<file path="config.mk">
export PLATFORM = sky130hd
export DESIGN_NAME = key_event_gen_flat
export DESIGN_NICKNAME = d
export VERILOG_FILES = /design/src/rtl/key_event_pkg.sv /design/src/rtl/key_event_gen_if.sv /design/src/rtl/key_repeat_channel.sv /design/src/rtl/key_event_gen.sv /design/src/flat_wrapper.sv
export SDC_FILE = /design/constraint.sdc
export NUM_CORES = 1
export LEC_CHECK = 0
export ABC_AREA = 1
export ABC_CLOCK_PERIOD_IN_PS = 9660
export BUFFER_PORTS_ARGS = -buffer_cell sky130_fd_sc_hd__buf_2
export CORE_ASPECT_RATIO = 0.8
export CORE_MARGIN = 2
export CORE_UTILIZATION = 55
export DETAILED_ROUTE_END_ITERATION = 10
export HOLD_SLACK_MARGIN = 0.02
export PLACE_DENSITY = 0.78
export REMOVE_ABC_BUFFERS = 1
export SETUP_SLACK_MARGIN = 0.1
export SLEW_MARGIN = 20
export SYNTH_ARGS = -nofsm -noshare
export SYNTH_HDL_FRONTEND = slang
export SYNTH_SLANG_ARGS = --single-unit
</file>
<file path="constraint.sdc">
create_clock -name clk -period 9.66 [get_ports clk]
set_clock_uncertainty 0.15 [all_clocks]
set_input_delay 0.483 -clock clk [delete_from_list [all_inputs] [get_ports clk]]
set_output_delay 0.483 -clock clk [all_outputs]
set_load 0.03 [all_outputs]
</file>
<file path="src/rtl/key_event_pkg.sv">
// Shared types and sizing helpers for the key event generator.
// Imported by the per-key channel and the top level.
package key_event_pkg;

  typedef enum logic [1:0] {
    IDLE,
    DELAY,
    REPEAT
  } key_state_t;

  function automatic int idx_width(input int n);
    return (n > 1) ? $clog2(n) : 1;
  endfunction

  function automatic int cnt_width(input int d, input int r);
    int top;
    top = ((d > r) ? d : r) - 1;
    return (top > 1) ? $clog2(top + 1) : 1;
  endfunction

endpackage

</file>
<file path="src/rtl/key_event_gen_if.sv">
// Valid/ready event channel carrying a key index and repeat flag.
// Master is the event source, slave the consumer.
interface key_event_if #(
  parameter int KW = 2
);

  logic          ev_valid;
  logic          ev_ready;
  logic [KW-1:0] ev_key;
  logic          ev_repeat;

  modport master (
    output ev_valid,
    output ev_key,
    output ev_repeat,
    input  ev_ready
  );

  modport slave (
    input  ev_valid,
    input  ev_key,
    input  ev_repeat,
    output ev_ready
  );

endinterface

</file>
<file path="src/rtl/key_repeat_channel.sv">
// One key: edge detect, IDLE/DELAY/REPEAT FSM, hold counter,
// and the pending/repeat bits drained by the top-level arbiter.
module key_repeat_channel
  import key_event_pkg::*;
#(
  parameter int DELAY_CYCLES  = 25_000_000,
  parameter int REPEAT_CYCLES = 5_000_000
) (
  input  logic clk,
  input  logic reset,
  input  logic pressed_i,
  input  logic pop_i,
  output logic pend_o,
  output logic rep_o,
  output logic drop_o
);

  localparam int CW = cnt_width(DELAY_CYCLES, REPEAT_CYCLES);
  localparam logic [CW-1:0] DLY_END = CW'(DELAY_CYCLES - 1);
  localparam logic [CW-1:0] RPT_END = CW'(REPEAT_CYCLES - 1);

  key_state_t    state_q, state_d;
  logic [CW-1:0] cnt_q, cnt_d;
  logic          prev_q;
  logic          pend_q, pend_d;
  logic          rep_q, rep_d;
  logic          set, set_rep;

  always_comb begin
    state_d = state_q;
    cnt_d   = cnt_q;
    set     = 1'b0;
    set_rep = 1'b0;
    unique case (state_q)
      IDLE: begin
        if (pressed_i && !prev_q) begin
          state_d = DELAY;
          cnt_d   = '0;
          set     = 1'b1;
        end
      end
      DELAY: begin
        if (!pressed_i) begin
          state_d = IDLE;
          cnt_d   = '0;
        end else if (cnt_q == DLY_END) begin
          state_d = REPEAT;
          cnt_d   = '0;
          set     = 1'b1;
          set_rep = 1'b1;
        end else begin
          cnt_d = cnt_q + CW'(1);
        end
      end
      REPEAT: begin
        if (!pressed_i) begin
          state_d = IDLE;
          cnt_d   = '0;
        end else if (cnt_q == RPT_END) begin
          cnt_d   = '0;
          set     = 1'b1;
          set_rep = 1'b1;
        end else begin
          cnt_d = cnt_q + CW'(1);
        end
      end
      default: begin
        state_d = IDLE;
        cnt_d   = '0;
      end
    endcase
  end

  // A new event on an undrained slot is dropped; a same-cycle pop frees it.
  always_comb begin
    pend_d = pend_q;
    rep_d  = rep_q;
    drop_o = 1'b0;
    if (set) begin
      if (pend_q && !pop_i) begin
        drop_o = 1'b1;
      end else begin
        pend_d = 1'b1;
        rep_d  = set_rep;
      end
    end else if (pop_i) begin
      pend_d = 1'b0;
    end
  end

  always_ff @(posedge clk or posedge reset) begin
    if (reset) begin
      state_q <= IDLE;
      cnt_q   <= '0;
      prev_q  <= 1'b0;
      pend_q  <= 1'b0;
      rep_q   <= 1'b0;
    end else begin
      state_q <= state_d;
      cnt_q   <= cnt_d;
      prev_q  <= pressed_i;
      pend_q  <= pend_d;
      rep_q   <= rep_d;
    end
  end

  assign pend_o = pend_q;
  assign rep_o  = rep_q;

endmodule

</file>
<file path="src/rtl/key_event_gen.sv">
// Key press / auto-repeat event generator: per-key channels,
// lowest-index arbiter and a registered valid/ready output.
module key_event_gen
  import key_event_pkg::*;
#(
  parameter int N_KEYS        = 4,
  parameter bit ACTIVE_LOW    = 1'b1,
  parameter int DELAY_CYCLES  = 25_000_000,
  parameter int REPEAT_CYCLES = 5_000_000
) (
  input  logic              clk,
  input  logic              reset,
  input  logic [N_KEYS-1:0] keys_in,
  key_event_if.master       ev,
  output logic [N_KEYS-1:0] held,
  output logic              overrun
);

  localparam int KW = idx_width(N_KEYS);

  logic [N_KEYS-1:0] pressed;
  logic [N_KEYS-1:0] pend, rep, drop, pop;
  logic [N_KEYS-1:0] held_q;
  logic [KW-1:0]     sel, key_q;
  logic              any, load;
  logic              valid_q, rep_q, overrun_q;

  assign pressed = keys_in ^ {N_KEYS{ACTIVE_LOW}};

  for (genvar g = 0; g < N_KEYS; g++) begin : g_ch
    key_repeat_channel #(
      .DELAY_CYCLES (DELAY_CYCLES),
      .REPEAT_CYCLES(REPEAT_CYCLES)
    ) u_ch (
      .clk      (clk),
      .reset    (reset),
      .pressed_i(pressed[g]),
      .pop_i    (pop[g]),
      .pend_o   (pend[g]),
      .rep_o    (rep[g]),
      .drop_o   (drop[g])
    );
  end

  always_comb begin
    any = 1'b0;
    sel = '0;
    for (int i = N_KEYS - 1; i >= 0; i--) begin
      if (pend[i]) begin
        any = 1'b1;
        sel = KW'(i);
      end
    end
  end

  // Lowest set bit of pend is the granted key.
  assign load = !valid_q || ev.ev_ready;
  assign pop  = load ? (pend & (~pend + 1'b1)) : '0;

  always_ff @(posedge clk or posedge reset) begin
    if (reset) begin
      valid_q   <= 1'b0;
      key_q     <= '0;
      rep_q     <= 1'b0;
      held_q    <= '0;
      overrun_q <= 1'b0;
    end else begin
      held_q    <= pressed;
      overrun_q <= |drop;
      if (load) begin
        valid_q <= any;
        if (any) begin
          key_q <= sel;
          rep_q <= |(rep & pop);
        end
      end
    end
  end

  assign ev.ev_valid  = valid_q;
  assign ev.ev_key    = key_q;
  assign ev.ev_repeat = rep_q;
  assign held         = held_q;
  assign overrun      = overrun_q;

endmodule

</file>
<file path="src/flat_wrapper.sv">
// flat-port wrapper written by rule: the top's interface ports become plain ports
module key_event_gen_flat import key_event_pkg::*;
#(
  parameter int N_KEYS        = 4,
  parameter bit ACTIVE_LOW    = 1'b1,
  parameter int DELAY_CYCLES  = 25_000_000,
  parameter int REPEAT_CYCLES = 5_000_000
)
  (clk, reset, keys_in, held, overrun, ev_ev_valid, ev_ev_key, ev_ev_repeat, ev_ev_ready);
  key_event_if #(.KW(2)) ev_i ();
  input  logic clk;
  input  logic reset;
  input  logic [N_KEYS-1:0] keys_in;
  output logic [N_KEYS-1:0] held;
  output logic overrun;
  output wire logic [$bits(ev_i.ev_valid)-1:0] ev_ev_valid;
  output wire logic [$bits(ev_i.ev_key)-1:0] ev_ev_key;
  output wire logic [$bits(ev_i.ev_repeat)-1:0] ev_ev_repeat;
  input wire logic [$bits(ev_i.ev_ready)-1:0] ev_ev_ready;
  assign ev_ev_valid = ev_i.ev_valid;
  assign ev_ev_key = ev_i.ev_key;
  assign ev_ev_repeat = ev_i.ev_repeat;
  assign ev_i.ev_ready = ev_ev_ready;
  key_event_gen #(.N_KEYS(N_KEYS), .ACTIVE_LOW(ACTIVE_LOW), .DELAY_CYCLES(DELAY_CYCLES), .REPEAT_CYCLES(REPEAT_CYCLES)) u_core (.clk(clk), .reset(reset), .keys_in(keys_in), .ev(ev_i), .held(held), .overrun(overrun));
endmodule
</file>
; Word-level counts from Yosys, hierarchy flattened
; Index checks and enable logic that the tools add are counted.
; W data, S select, Z words.
[classes]
addsub = 5
n_eq_ne = 32
mux = 101
bitwise = 8
n_reduce_logical = 41
[ops]
columns = cell, n
row1 = $mux W25, 20
row2 = $pmux W25 S3, 4
row3 = $add A25 B1 Y25 const B, 4
row4 = $eq A25 B23 Y1 const B, 4
row5 = $eq A25 B25 Y1 const B, 4
row6 = $mux W1, 44
row7 = $mux W2, 20
row8 = $ne A2 B2 Y1 const B, 12
row9 = $pmux W2 S3, 4
row10 = $reduce_and A2 Y1, 9
row11 = $ne A3 B3 Y1 const B, 4
row12 = $pmux W1 S3, 4
row13 = $reduce_and A3 Y1, 4
row14 = $logic_not A1 Y1, 9
row15 = $and A4 B4 Y4, 2
row16 = $eq A2 B1 Y1 const B, 4
row17 = $eq A2 B2 Y1 const B, 4
row18 = $logic_and A1 B1 Y1, 8
row19 = $logic_not A2 Y1, 4
row20 = $not A4 Y4, 2
row21 = $pmux W1 S2, 4
row22 = $reduce_bool A2 Y1, 4
row23 = $reduce_or A4 Y1, 2
row24 = $add A4 B1 Y4 const B, 1
row25 = 3 further kinds, 6
[word_totals]
ff_bits = 129

; Logic depth before layout (Yosys ltp)
; Gate-level depths: netlist of run 1.
[depth]
depth_word = 9
mapped_depth = 13
ltp_nobuf = 12

; By module
; Synthesis of run 1 repeated with hierarchy kept, for this count alone.
[unflattened]
cells_unflattened = 1155
area_unflattened_um2 = 8557.0
[modules_own_cells]
columns = mod, n_inst, cells_per_inst, area_each_um2
row1 = key_repeat_channel at u_core.g_ch[1].u_ch ..., 2, 268, 2049.5
row2 = key_repeat_channel at u_core.g_ch[3].u_ch, 1, 290, 2018.2
row3 = key_repeat_channel at u_core.g_ch[0].u_ch, 1, 280, 2001.9
row4 = key_event_gen, 1, 49, 437.9

; Worst setup path after synthesis of run 1
; No wires, ideal clock.
[synth_path]
kind = register to register
startpoint = reg u_core.g_ch[3].u_ch.cnt_q[0]
endpoint = reg u_core.g_ch[3].u_ch.cnt_q[10]
t_arrival_ns = 1.534
slack_ns = 7.856
path_stages_with_launch = 12
n_path_buf = 1
path_cell_list = dfrtp_1 ha_1 nand3_1 inv_1 nand2_1 nor2_1 nand2_1 nand2_2 nand2_2 a21oi_4 buf_6 nor2_1
[synth_between]
elab_chain_cells = 4
elab_cells_between_ends = 8
classes_between = add/sub: 1 / eq/ne: 2 / mux: 5
[synth_lines]
columns = element, line_no
row1 = "start, declared", key_repeat_channel.sv:23  ; logic [CW-1:0] cnt_q, cnt_d;
row2 = "start signal, assigned", key_repeat_channel.sv:100  ; cnt_q <= cnt_d;
row3 = $add A25 B1 Y25 (tied with other cells), "key_repeat_channel.sv:52, key_repeat_channel.sv:64"
row4 = $mux W25 (on tied branches), "key_repeat_channel.sv:59, key_repeat_channel.sv:46"
row5 = $mux W25 (on tied branches), "key_repeat_channel.sv:56, key_repeat_channel.sv:43"
row6 = $pmux W25 S3 (*), key_repeat_channel.sv:34  ; unique case (state_q)
; Mark *: on every way between the ends. The rest lies on a longest branch, timed or not.
; A chain may end at the register's enable or synchronous reset.

; Worst setup path after layout of run 1
[layout_path]
startpoint = reg u_core.g_ch[2].u_ch.state_q[0]
endpoint = reg u_core.g_ch[2].u_ch.cnt_q[18]
[layout_between]
elab_chain_cells = 2
elab_cells_between_ends = 5
classes_between = eq/ne: 3 / mux: 1 / reduce/logical: 1
[layout_lines]
columns = element, line_no
row1 = "start, declared", key_repeat_channel.sv:22  ; key_state_t state_q, state_d;
row2 = "start signal, assigned", key_repeat_channel.sv:99  ; state_q <= state_d;
row3 = $eq A2 B2 Y1 (tied with other cells), key_repeat_channel.sv:34
row4 = $pmux W25 S3 / $ne A2 B2 Y1 (equally long branches), --
row5 = "end signal, assigned", key_repeat_channel.sv:100
row6 = "end, declared", key_repeat_channel.sv:23
; Several ways; a longest one is shown, not always the timed one.

==> impl_results.md, run 1 <==
* H-tree lvl count at 4
* Post-synthesis compound-gate area fraction at under 10%
* Commonest cells post-synth: nand2_1 (249), nor2_1 (200), inv_1 (152)
* Crit Path Max Fanout at 13
* Crit path kind: reg2reg
* WL final at 17.6 mm
* First-pass GRT wire length at between 30 and 40 mm
* Reg area at around 3100 µm²
* Top cells by area, synth: dfrtp_1 (39%), nand2_1 (12%), nor2_1 (9.4%), inv_1 (7.2%), nand3_1 (6.3%)
* Slew at the pin closest to its max-slew limit at just over 0.8 ns
* Drt first pass iters at 5
* CP arrival at 2.72 ns
* Cell family with most CP delay: simple AND/OR/NAND/NOR gates
* GRT Resource Usage Total at approximately 24%
* Min cycle time layout at about 2.5 ns
* Num rows at 39
* Hold buffer count at cts at 0
* Clock slew at the register clock pins of the worst setup and hold paths at around 0.050 ns
* Area share of the largest cell type after synthesis at ~40%
* Fmax at just under 400 MHz
* PD cells at 195 nW/µm²
* XOR/XNOR Fraction of Synth Area at roughly 5.2%
* Vias in the first global route at between 6k and 7k
* Residual DRC count at 0
* Buffers on Ports at 15
* Critical path buffers and inverters at 1
* 1st-iter DRT viols at approximately 550
* DR WL/cell at between 10 and 15 µm
* Post-Synthesis Cells at around 1.1k
* Synth area leader: dfrtp_1
* Die H at 112 µm
* Sinks on Clock Net at about 130
* Comb power frac at between 20% and 30%
* Slowest CP cell: o21ai_1
* Pwr Total at ~0.0017 W
* Sw Share at between 30% and 40%
* Largest family of logic cells by synthesized area: simple AND/OR/NAND/NOR gates
* Die ar. at roughly 15,000 µm²
* Largest net degree at the start of global routing at between 60 and 70
* Root Buffer: clkbuf_16
* Setup crit start kind: flip-flop
* HPWL Detailed at approximately 12 mm
* Setup WS post-layout at slightly above 7 ns
* Rel. slew slack at 44.6%
* Mux contribution to synthesized area at 0%
* Total net switching power at a little under 0.0006 W
* Ys async rst share at between 90% and 100%
* Hold/Removal Path Class: in2async
* CP cell instances: inv_1 > ha_1 > o21ai_1 > nand2_1 > nor2_4 > nand2_2 > nor2_4 > nand2_1 > o21bai_1 > nand2_1 > nor2_1
* Post-route design area at slightly below 9000 µm²
* Leakage at 4.02 nW
* Worst skew pair latency at around 0.42 ns
* CORE AREA at between 10,000 and 15,000 µm²
* Status: finished, final reports clean
* CP peak stage delay at between 0.4 and 0.5 ns
* Layout cells sized above 1 at about 8%
* Number of max-cap violations at 0
* Remaining antenna violation count at 0
* Reg power frac at a little over a third
* Max IR drop VDD at between 0.1 and 0.15 mV
* Postcts setup bufs at 0
* Post-route clock period utilization at 26.2%
* CP dominant cell by count: nand2_1
* Starting Density at a little under three fifths
* WP data required at 9.85 ns
* Worst slack at placement at just over 7 ns
* Synth unique cells at approximately 40
* Leading register cell type out of synthesis: dfrtp_1
* Crit. End Element: flip-flop
* Post-DP Area at 8160 µm²
* Int Pwr at roughly 0.0011 W
* Setup TNS at 0 ns
* Number of enable flip-flop cells after synthesis at 0
* Final net count at 1,164
* Max Buffers Root-to-Sink at 2
* Post-Synthesis Cell Area at 7960 µm²
* Final slew viol count at 0
* GPL Wtd Cong at 0.936
* Initial antenna violation count at 0
* Count leader, synth: nand2_1
* Post-synthesis register bit count at 125
* Setup violations, final at 0
* YS warnings at 0
* Clock power frac at 39.8%
* DR vias at about 7.1k
* Util after Layout at between 60% and 70%
* Die width at ~140 µm
* RSZ-0062 raised after global routing: no
* Inserted Diodes at 0
* Post-CTS sizing at 0
* Total CTS buffers at 17
* Endpoints failing hold at 0
* Gr ovfl total at 0
* Layout area overhead at 10.5%
* Via/cell ratio at 5.30
* CTS tree: yes
* Synth Area in Simple Gates at between 30% and 40%
* Syn avg cell area at 7.11 µm²
* Multi-input gate area at between 4000 and 5000 µm²
* Io pins at 16
* Sequential element share of the synthesized area at between 30% and 40%
* Fill cells at around 1.3k
* Adder-cell share of the synthesized area at 3.14%
power by group through the flow:
stage | combinational, W | sequential [W] | clock (W)
2_1_floorplan | 0.000306 | 0.000616 | 0
3_3_place_gp | 0.000421 | 0.000610 | 0
3_5_place_dp | 0.000430 | 0.000609 | 0
4_1_cts | 0.000433 | 0.000601 | 0.000693
5_1_grt | 0.000488 | 0.000609 | 0.000723
6_report | 0.000430 | 0.000602 | 0.000683
path summary, 6_finish.rpt:
kind / cells past startpoint / start / to / slack, ns
setup / recovery: 11 / u_core.g_ch[2].u_ch.state_q[0]$_DFFE_PP0P_ / u_core.g_ch[2].u_ch.cnt_q[18]$_DFFE_PP0P_ / 7.13
hold / removal: 2 / reset / u_core.ev.ev_valid$_DFFE_PP0P_ / 0.05
setup reg to reg: 11 / u_core.g_ch[2].u_ch.state_q[0]$_DFFE_PP0P_ / u_core.g_ch[2].u_ch.cnt_q[18]$_DFFE_PP0P_ / 7.13
hold reg to reg: 2 / u_core.g_ch[0].u_ch.rep_o$_DFFE_PP0P_ / u_core.g_ch[0].u_ch.rep_o$_DFFE_PP0P_ / 0.35
max in group asynchronous: 3 / reset / u_core.g_ch[0].u_ch.cnt_q[2]$_DFFE_PP0P_ / 8.01
min in group clk: 2 / keys_in[0] / u_core.held[0]$_DFF_PP0_ / 0.14
cells in the final DEF (no fill, tap or decap), types with 17 or more instances in the layout:
cell type  netlist  routed
ha_1            20      20
nand2_1        249     249
a21oi_1         27      27
nor3_1          35      35
nand4_1         35      35
clkbuf_16        0      17
nor2_1         200     200
o21ai_0         38      38
xor2_1          36      36
inv_1          152     151
dfrtp_1        125     125
nand3_1        100     100
worst reg2reg max path, stage by stage (launching register included):
cell and delay [ns]:
dfrtp_1 0.41, inv_1 0.08, ha_1 0.24, o21ai_1 0.46, nand2_1 0.31, nor2_4 0.24, nand2_2 0.10, nor2_4 0.13
nand2_1 0.08, o21bai_1 0.13, nand2_1 0.06, nor2_1 0.08
layer usage:
metal	up-vias	track usage, %	share of wire, %
li1	3593	-	-
met4	0	7.28	1.6
met2	176	37.1	44
met3	28	4.90	4.8
met5	-	0	0
met1	3266	34.6	49
kinds of logic (layout without fill, tap and decap cells):
| kind of cell | count (synthesis) | after routing |
|---|---|---|
| xor+xnor | 47 | 47 |
| buf+inv | 174 | 203 |
| simple gates | 670 | 670 |
| compound gates | 84 | 84 |
| flops | 125 | 125 |
| fa+ha+maj | 20 | 20 |
registers in the layout (all words and copies together), names as in the netlist:
name and flops:
u_core.ev.ev_repeat 1, u_core.g_ch.u_ch.rep_o 4, u_core.ev.ev_key 2, u_core.overrun 1, u_core.g_ch.u_ch.cnt_q 100, u_core.g_ch.u_ch.state_q 8, u_core.ev.ev_valid 1, u_core.held 4
u_core.g_ch.u_ch.pend_o 4
through the flow:
step,std cells,hold slack (ns)
3_3_place_gp,1302,0.320
6_report,1333,0.0535
5_1_grt,1333,0.116
2_1_floorplan,1102,0.303
4_1_cts,1333,0.0768
3_5_place_dp,1302,0.340
cell type report:
| type | count | area share (%) |
|---|---|---|
| sequential | 125 | 35.6 |
| multi-input combinational | 821 | 46.9 |
| timing repair buffer | 16 | 0.939 |
| clock inverter | 5 | 1.14 |
| clock buffer | 26 | 6.13 |
| tap | 184 | 2.62 |
| inverter | 156 | 6.69 |
Note: power is estimated with default switching activity, not from simulation.
==> run 2, diff against run 1 <==
Settings changed: ABC_CLOCK_PERIOD_IN_PS 9660 to 2100, PLACE_DENSITY 0.78 to 0.81.
Clock period 9.66 ns to 2.1 ns, I/O delays scaled along.
==> impl_results.md, run 2 (synthesized netlist as in run 1, its figures left out) <==
* CP arrival at 2.26 ns (-0.46 ns)
* Worst Hold End: u_core.held[0]$_DFF_PP0_
* Reg power frac at 29.6% (-5.5 points)
* Post-route clock period utilization at 99.8% (+74 points)
* Initial antenna violation count at 0 (unchanged)
* Gr ovfl total at 0 (unchanged)
* Die width at 139 µm (unchanged)
* Remaining antenna violation count at 0 (unchanged)
* Drt first pass iters at 5 (unchanged)
* Hold/Removal Path Class: in2reg
* Met3 usage at 5.33% (+0.43 points)
* Root Buffer: clkbuf_16
* Status: finished, final reports clean
* Most frequent cells in the layout: nand2_1 (227), nor2_1 (161), inv_1 (144), dfrtp_1 (118), nand3_1 (90)
* H-tree lvl count at 4 (unchanged)
* WP data required at 2.26 ns (-7.59 ns)
* Leakage at 4.53 nW (+13%)
* Worst flop-to-flop path startpoint: u_core.g_ch[3].u_ch.cnt_q[17]$_DFFE_PP0P_
* DR WL/cell at 15.3 µm (+16%)
* Worst skew pair latency at 0.43 ns (about the same)
* Hold path start: keys_in[0]
* CTS tree: yes
* Final slew viol count at 0 (unchanged)
* Io pins at 16 (unchanged)
* Largest net degree at the start of global routing at 47 (-30%)
* Total CTS buffers at 17 (unchanged)
* Sw Share at 35.7% (+1.6 points)
* Reg area at 3140 µm² (+0.28%)
* Endpoints failing hold at 0 (unchanged)
* Setup TNS at 0 ns (unchanged)
* Hold depth at 3
* Clock power frac at 33.9% (-5.9 points)
* GRT Resource Usage Total at 25.1% (+0.99 points)
* Post-route design area at 10,100 µm² (+15%)
* Starting Density at 56.1% (unchanged)
* Crit path kind: reg2reg
* Num rows at 39 (unchanged)
* Rel. slew slack at 70.4% (+26 points)
* Buffers on Ports at 15 (unchanged)
* Residual DRC count at 0 (unchanged)
* Fmax at 477 MHz (+21%)
* HPWL Detailed at 13.2 mm (+5.3%)
* Terminus of the critical flop-to-flop path: u_core.g_ch[3].u_ch.cnt_q[5]$_DFFE_PP0P_
* Min cycle time layout at 2.10 ns (-0.435 ns)
* Die H at 112 µm (unchanged)
* Worst reg-to-reg setup slack at 0.004 ns (-7.13 ns)
* Final net count at 1,239 (+6.4%)
* Max Buffers Root-to-Sink at 2 (unchanged)
* Layout area overhead at 26.9%
* Int Pwr at 0.00603 W (+430%)
* DR vias at 7,828 (+11%)
* Inserted Diodes at 0 (unchanged)
* Max IR drop VDD at 1.13 mV (+730%)
* Worst Reg-to-Reg Cells at 9 (-2)
* Hold WS at 0.312 ns (+0.259 ns)
* Number of max-cap violations at 0 (unchanged)
* Crit Path Max Fanout at 4 (-9)
* 1st-iter DRT viols at 760 (+37%)
* Sinks on Clock Net at 125 (unchanged)
* WL final at 21.5 mm (+22%)
* Largest regs: u_core.g_ch.u_ch.cnt_q: 100 flops, u_core.g_ch.u_ch.state_q: 8 flops
* Via/cell ratio at 5.56 (+4.9%)
* Setup violations, final at 0 (unchanged)
* GPL Wtd Cong at 0.953 (+1.8%)
* Commonest non-fill, non-tap cell in the layout: nand2_1
* PD cells at 928 nW/µm² (+380%)
* Clock slew at the register clock pins of the worst setup and hold paths at 0.06 ns (about the same)
* Worst slack at placement at 0.0671 ns (-7.00 ns)
* Number of flip-flops in the largest register at 100 (unchanged)
* Util after Layout at 71.1% (+9.2 points)
* Layout cells sized above 1 at 21.8% (+14 points)
* Slew at the pin closest to its max-slew limit at 0.441 ns (-0.385 ns)
* Die ar. at 15,500 µm² (unchanged)
* CORE AREA at 14,200 µm² (unchanged)
* Fill cells at 1,033 (-19%)
* Vias in the first global route at 6,871 (+3.9%)
* Met1 usage in global routing at 34.9% (+0.30 points)
* Grt met2 use at 39.7% (+2.6 points)
* Post-DP Area at 8350 µm² (+2.4%)
* GR peak layer: met2
* Crit. End Element: flip-flop
* Total net switching power at 0.00334 W (+470%)
* Multi-input gate area at 4670 µm² (+13%)
* Biggest register: u_core.g_ch.u_ch.cnt_q
* Comb power frac at 36.5% (+11 points)
* Setup WS post-layout at 0.00443 ns (-7.13 ns)
* Setup crit start kind: flip-flop
* First-pass GRT wire length at 31.9 mm (+3.3%)
* RSZ-0062 raised after global routing: yes
run 2: changes by cell type in the layout (fill, tap and decap cells not counted), moves of 8 or more:
cell / before / now
nor2_1: 200 / 161
nor2_4: 4 / 24
nand3_1: 100 / 90
buf_6: 0 / 8
nand2_1: 249 / 227
nor2_2: 10 / 29
nand2_2: 10 / 25
nor3_1: 35 / 24
buf_4: 1 / 52
run 2: layout make-up:
type | instances | share of cell area [%]
timing repair buffer | 91 | 8.22
clock buffer | 23 | 4.73
sequential | 125 | 31.1
clock inverter | 9 | 1.57
multi-input combinational | 821 | 46.3
inverter | 156 | 5.88
tap | 184 | 2.28
run 2: worst max-delay path: stages, from the launching register on:
cell	delay, ns
dfrtp_2	0.44
nor3_1	0.25
nand2_1	0.12
nor2_2	0.18
nand2_2	0.07
nand2_2	0.10
nand2_4	0.07
a21oi_4	0.33
clkbuf_16	0.23
nor2_2	0.04
run 2: metal layers:
layer  vias up  routed length, µm  share of wire (%)
met5         -                  0                  0
met4         0                506                2.4
met3        56               1290                6.0
met2       310              10400                 48
met1      3710               9310                 43
li1       3752                  -                  -
run 2: worst max path at each step:
stage / startpoint / end / slack (ns) / cells past startpoint
3_5_place_dp: u_core.g_ch[2].u_ch.cnt_q[1]$_DFFE_PP0P_ / u_core.g_ch[2].u_ch.cnt_q[11]$_DFFE_PP0P_ / 0.07 / 11
2_1_floorplan: reset / u_core.ev.ev_key[0]$_DFFE_PP0P_ / -1.48 / 1
3_3_place_gp: u_core.g_ch[2].u_ch.cnt_q[1]$_DFFE_PP0P_ / u_core.g_ch[2].u_ch.cnt_q[24]$_DFFE_PP0P_ / 0.13 / 11
4_1_cts: u_core.g_ch[0].u_ch.cnt_q[0]$_DFFE_PP0P_ / u_core.g_ch[0].u_ch.cnt_q[7]$_DFFE_PP0P_ / 0.09 / 11
6_report: u_core.g_ch[3].u_ch.cnt_q[17]$_DFFE_PP0P_ / u_core.g_ch[3].u_ch.cnt_q[5]$_DFFE_PP0P_ / 0.004 / 9
5_1_grt: u_core.g_ch[3].u_ch.cnt_q[0]$_DFFE_PP0P_ / u_core.g_ch[3].u_ch.cnt_q[15]$_DFFE_PP0P_ / -0.07 / 8
run 2: power by group through the flow:
stage	clock [W]	sequential, W	combinational, W
global placement	0	0.00280	0.00224
global route	0.00334	0.00279	0.00369
CTS	0.00322	0.00277	0.00234
detailed placement	0	0.00281	0.00229
floorplan	0	0.00283	0.00141
finish	0.00318	0.00277	0.00342
run 2: timing repair:
item,CTS,global route
gates resized for setup,8,153
cloned,0,7
hold endpoints to repair,137,0
buffers inserted,0,42
pin swaps,0,27
hold buffers,7,0
endpoints found under the setup margin,45,100
run 2: metrics by stage:
step | instances | power [W]
final | 1409 | 0.00937
after floorplan | 1102 | 0.00424
after global routing | 1409 | 0.00982
after CTS | 1360 | 0.00832
after detailed placement | 1321 | 0.00510
after global placement | 1321 | 0.00503
==> run 3, diff against run 2 <==
Settings changed: SETUP_SLACK_MARGIN 0.1 to default.
==> impl_results.md, run 3 (synthesized netlist as in run 1, its figures left out) <==
* Commonest non-fill, non-tap cell in the layout: nand2_1
* CP arrival at 2.22 ns (-0.04 ns)
* Post-route clock period utilization at 99.8% (about the same)
* Residual DRC count at 0 (unchanged)
* Hold/Removal Path Class: in2reg
* Crit path kind: reg2reg
* First-pass GRT wire length at 31.8 mm (-0.48%)
* Slew at the pin closest to its max-slew limit at 0.480 ns (+0.0396 ns)
* H-tree lvl count at 4 (unchanged)
* Die width at 139 µm (unchanged)
* Initial antenna violation count at 0 (unchanged)
* GPL Wtd Cong at 0.953 (unchanged)
* Total CTS buffers at 17 (unchanged)
* Die ar. at 15,500 µm² (unchanged)
* RSZ-0062 raised after global routing: yes
* Inserted Diodes at 0 (unchanged)
* Crit. End Element: flip-flop
* Via/cell ratio at 5.36 (-3.4%)
* Endpoints failing hold at 0 (unchanged)
* Worst skew pair latency at 0.43 ns (about the same)
* Gr ovfl total at 0 (unchanged)
* Largest net degree at the start of global routing at 47 (unchanged)
* Min cycle time layout at 2.10 ns (+0.000239 ns)
* CTS tree: yes
* Post-DP Area at 8350 µm² (unchanged)
* Number of flip-flops in the largest register at 100 (unchanged)
* 1st-iter DRT viols at 704 (-7.4%)
* Final net count at 1,206 (-2.7%)
* WP data required at 2.22 ns (-0.04 ns)
* Dpl cells at 1,321 (unchanged)
* Drt first pass iters at 8 (+3)
* Leakage at 4.31 nW (-5.0%)
* Largest regs: u_core.g_ch.u_ch.cnt_q: 100 flops, u_core.g_ch.u_ch.state_q: 8 flops
* Number of max-cap violations at 0 (unchanged)
* Io pins at 16 (unchanged)
* Setup TNS at 0 ns (unchanged)
* Max Buffers Root-to-Sink at 2 (unchanged)
* Setup violations, final at 0 (unchanged)
* Fill cells at 1,154 (+12%)
* Clock slew at the register clock pins of the worst setup and hold paths at 0.05 ns (about the same)
* Remaining antenna violation count at 0 (unchanged)
* Layout area overhead at 18.3%
* Final Instance Count excl. Fillers at 1,376 (-2.3%)
* Starting Density at 56.1% (unchanged)
* Vias in the first global route at 6,826 (-0.65%)
* Fmax at 477 MHz (about the same)
* Biggest register: u_core.g_ch.u_ch.cnt_q
* PD cells at 916 nW/µm² (-1.3%)
* HPWL Detailed at 13.2 mm (unchanged)
* Sinks on Clock Net at 125 (unchanged)
* Post-route design area at 9420 µm² (-6.8%)
* Layout cells sized above 1 at 13.3% (-8.5 points)
* DR vias at 7,382 (-5.7%)
* DR WL/cell at 14.0 µm (-8.4%)
* Max IR drop VDD at 1.03 mV (-8.3%)
* Most frequent cells in the layout: nand2_1 (241), nor2_1 (189), inv_1 (149), dfrtp_1 (125), nand3_1 (96)
* GRT Resource Usage Total at 24.9% (-0.12 points)
* Num rows at 39 (unchanged)
* WL final at 19.3 mm (-11%)
* Final slew viol count at 0 (unchanged)
* Setup crit start kind: flip-flop
* Root Buffer: clkbuf_16
* Status: finished, final reports clean
* Die H at 112 µm (unchanged)
* Buffers on Ports at 15 (unchanged)
* CORE AREA at 14,200 µm² (unchanged)
* Crit Path Max Fanout at 4 (unchanged)
* Rel. slew slack at 67.9% (-2.4 points)
## run 3: cell types whose count changed in the layout (fill, tap and decap cells not counted), moves of 6 or more
cell     before  now
buf_6         8    1
dfrtp_1     118  125
nor2_2       29   14
nor3_2       10    2
nor3_1       24   33
buf_4        52   29
dfrtp_2       7    0
nand2_2      25   16
nand3_1      90   96
nor2_1      161  189
nor2_4       24   11
nand2_1     227  241
## run 3: per-stage QoR
step | hold WS, ns | util [%] | setup slack (ns) | power, W
final | 0.319 | 66.3 | 0.00419 | 0.00863
after global routing | 0.347 | 66.3 | -0.105 | 0.00909
after CTS | 0.300 | 63.8 | 0.00747 | 0.00831
after detailed placement | -0.110 | 58.8 | 0.0671 | 0.00510
after global placement | -0.114 | 58.8 | 0.128 | 0.00503
after floorplan | 0.0144 | - | -1.48 | 0.00424
## run 3: worst paths after layout
path                                                     startpoint                                         to  slack (ns)  depth (start not counted)
max                        u_core.g_ch[0].u_ch.cnt_q[0]$_DFFE_PP0P_  u_core.g_ch[0].u_ch.cnt_q[19]$_DFFE_PP0P_       0.004                         11
min                                                      keys_in[0]                   u_core.held[0]$_DFF_PP0_        0.32                          3
max reg2reg                u_core.g_ch[0].u_ch.cnt_q[0]$_DFFE_PP0P_  u_core.g_ch[0].u_ch.cnt_q[19]$_DFFE_PP0P_       0.004                         11
min reg2reg                   u_core.g_ch[1].u_ch.rep_o$_DFFE_PP0P_      u_core.g_ch[1].u_ch.rep_o$_DFFE_PP0P_        0.34                          2
max in group asynchronous                                     reset   u_core.g_ch[1].u_ch.cnt_q[6]$_DFFE_PP0P_        0.55                          5
min in group asynchronous                                     reset             u_core.ev.ev_valid$_DFFE_PP0P_        0.58                          4
## run 3: cell type report
cell class	count	area (µm²)	area share [%]
Clock inverter	9	159	1.69
Inverter	156	588	6.24
Tap cell	184	230	2.44
Clock buffer	23	478	5.08
Multi-Input combinational cell	821	4330	46.0
Timing Repair Buffer	58	504	5.35
Sequential cell	125	3130	33.2
## run 3: layer usage
metal	track usage (%)	share of wire [%]
met5	0	0
met4	7.89	1.5
met3	4.99	5.2
met2	39.5	47
met1	34.8	46
## run 3: repair_timing
action,in CTS,in global routing
pin swaps,0,15
hold buffers,7,0
gates resized for setup,1,54
cloned,0,2
setup endpoints to repair,6,79
buffers inserted,0,14
endpoints found under the hold margin,137,0
## run 3: critical path, cell delays in order, from the launching register on
cell and delay (ns):
dfrtp_1 0.39, ha_2 0.21, nand2_1 0.09, nor2_4 0.21, nand3_4 0.15, nor2_4 0.12, nand2_1 0.08, nand2_2 0.09
nand2_2 0.09, nand2_4 0.13, buf_4 0.15, a21oi_1 0.07
## run 3: power breakdown
| part | total, W | internal [W] | leakage [nW] | switching (W) |
|---|---|---|---|---|
| sequential | 0.00277 | 0.00259 | 1.72 | 0.000174 |
| clock | 0.00317 | 0.00208 | 0.308 | 0.00109 |
| combinational | 0.00269 | 0.000959 | 2.28 | 0.00173 |
| total | 0.00863 | 0.00564 | 4.31 | 0.00299 |
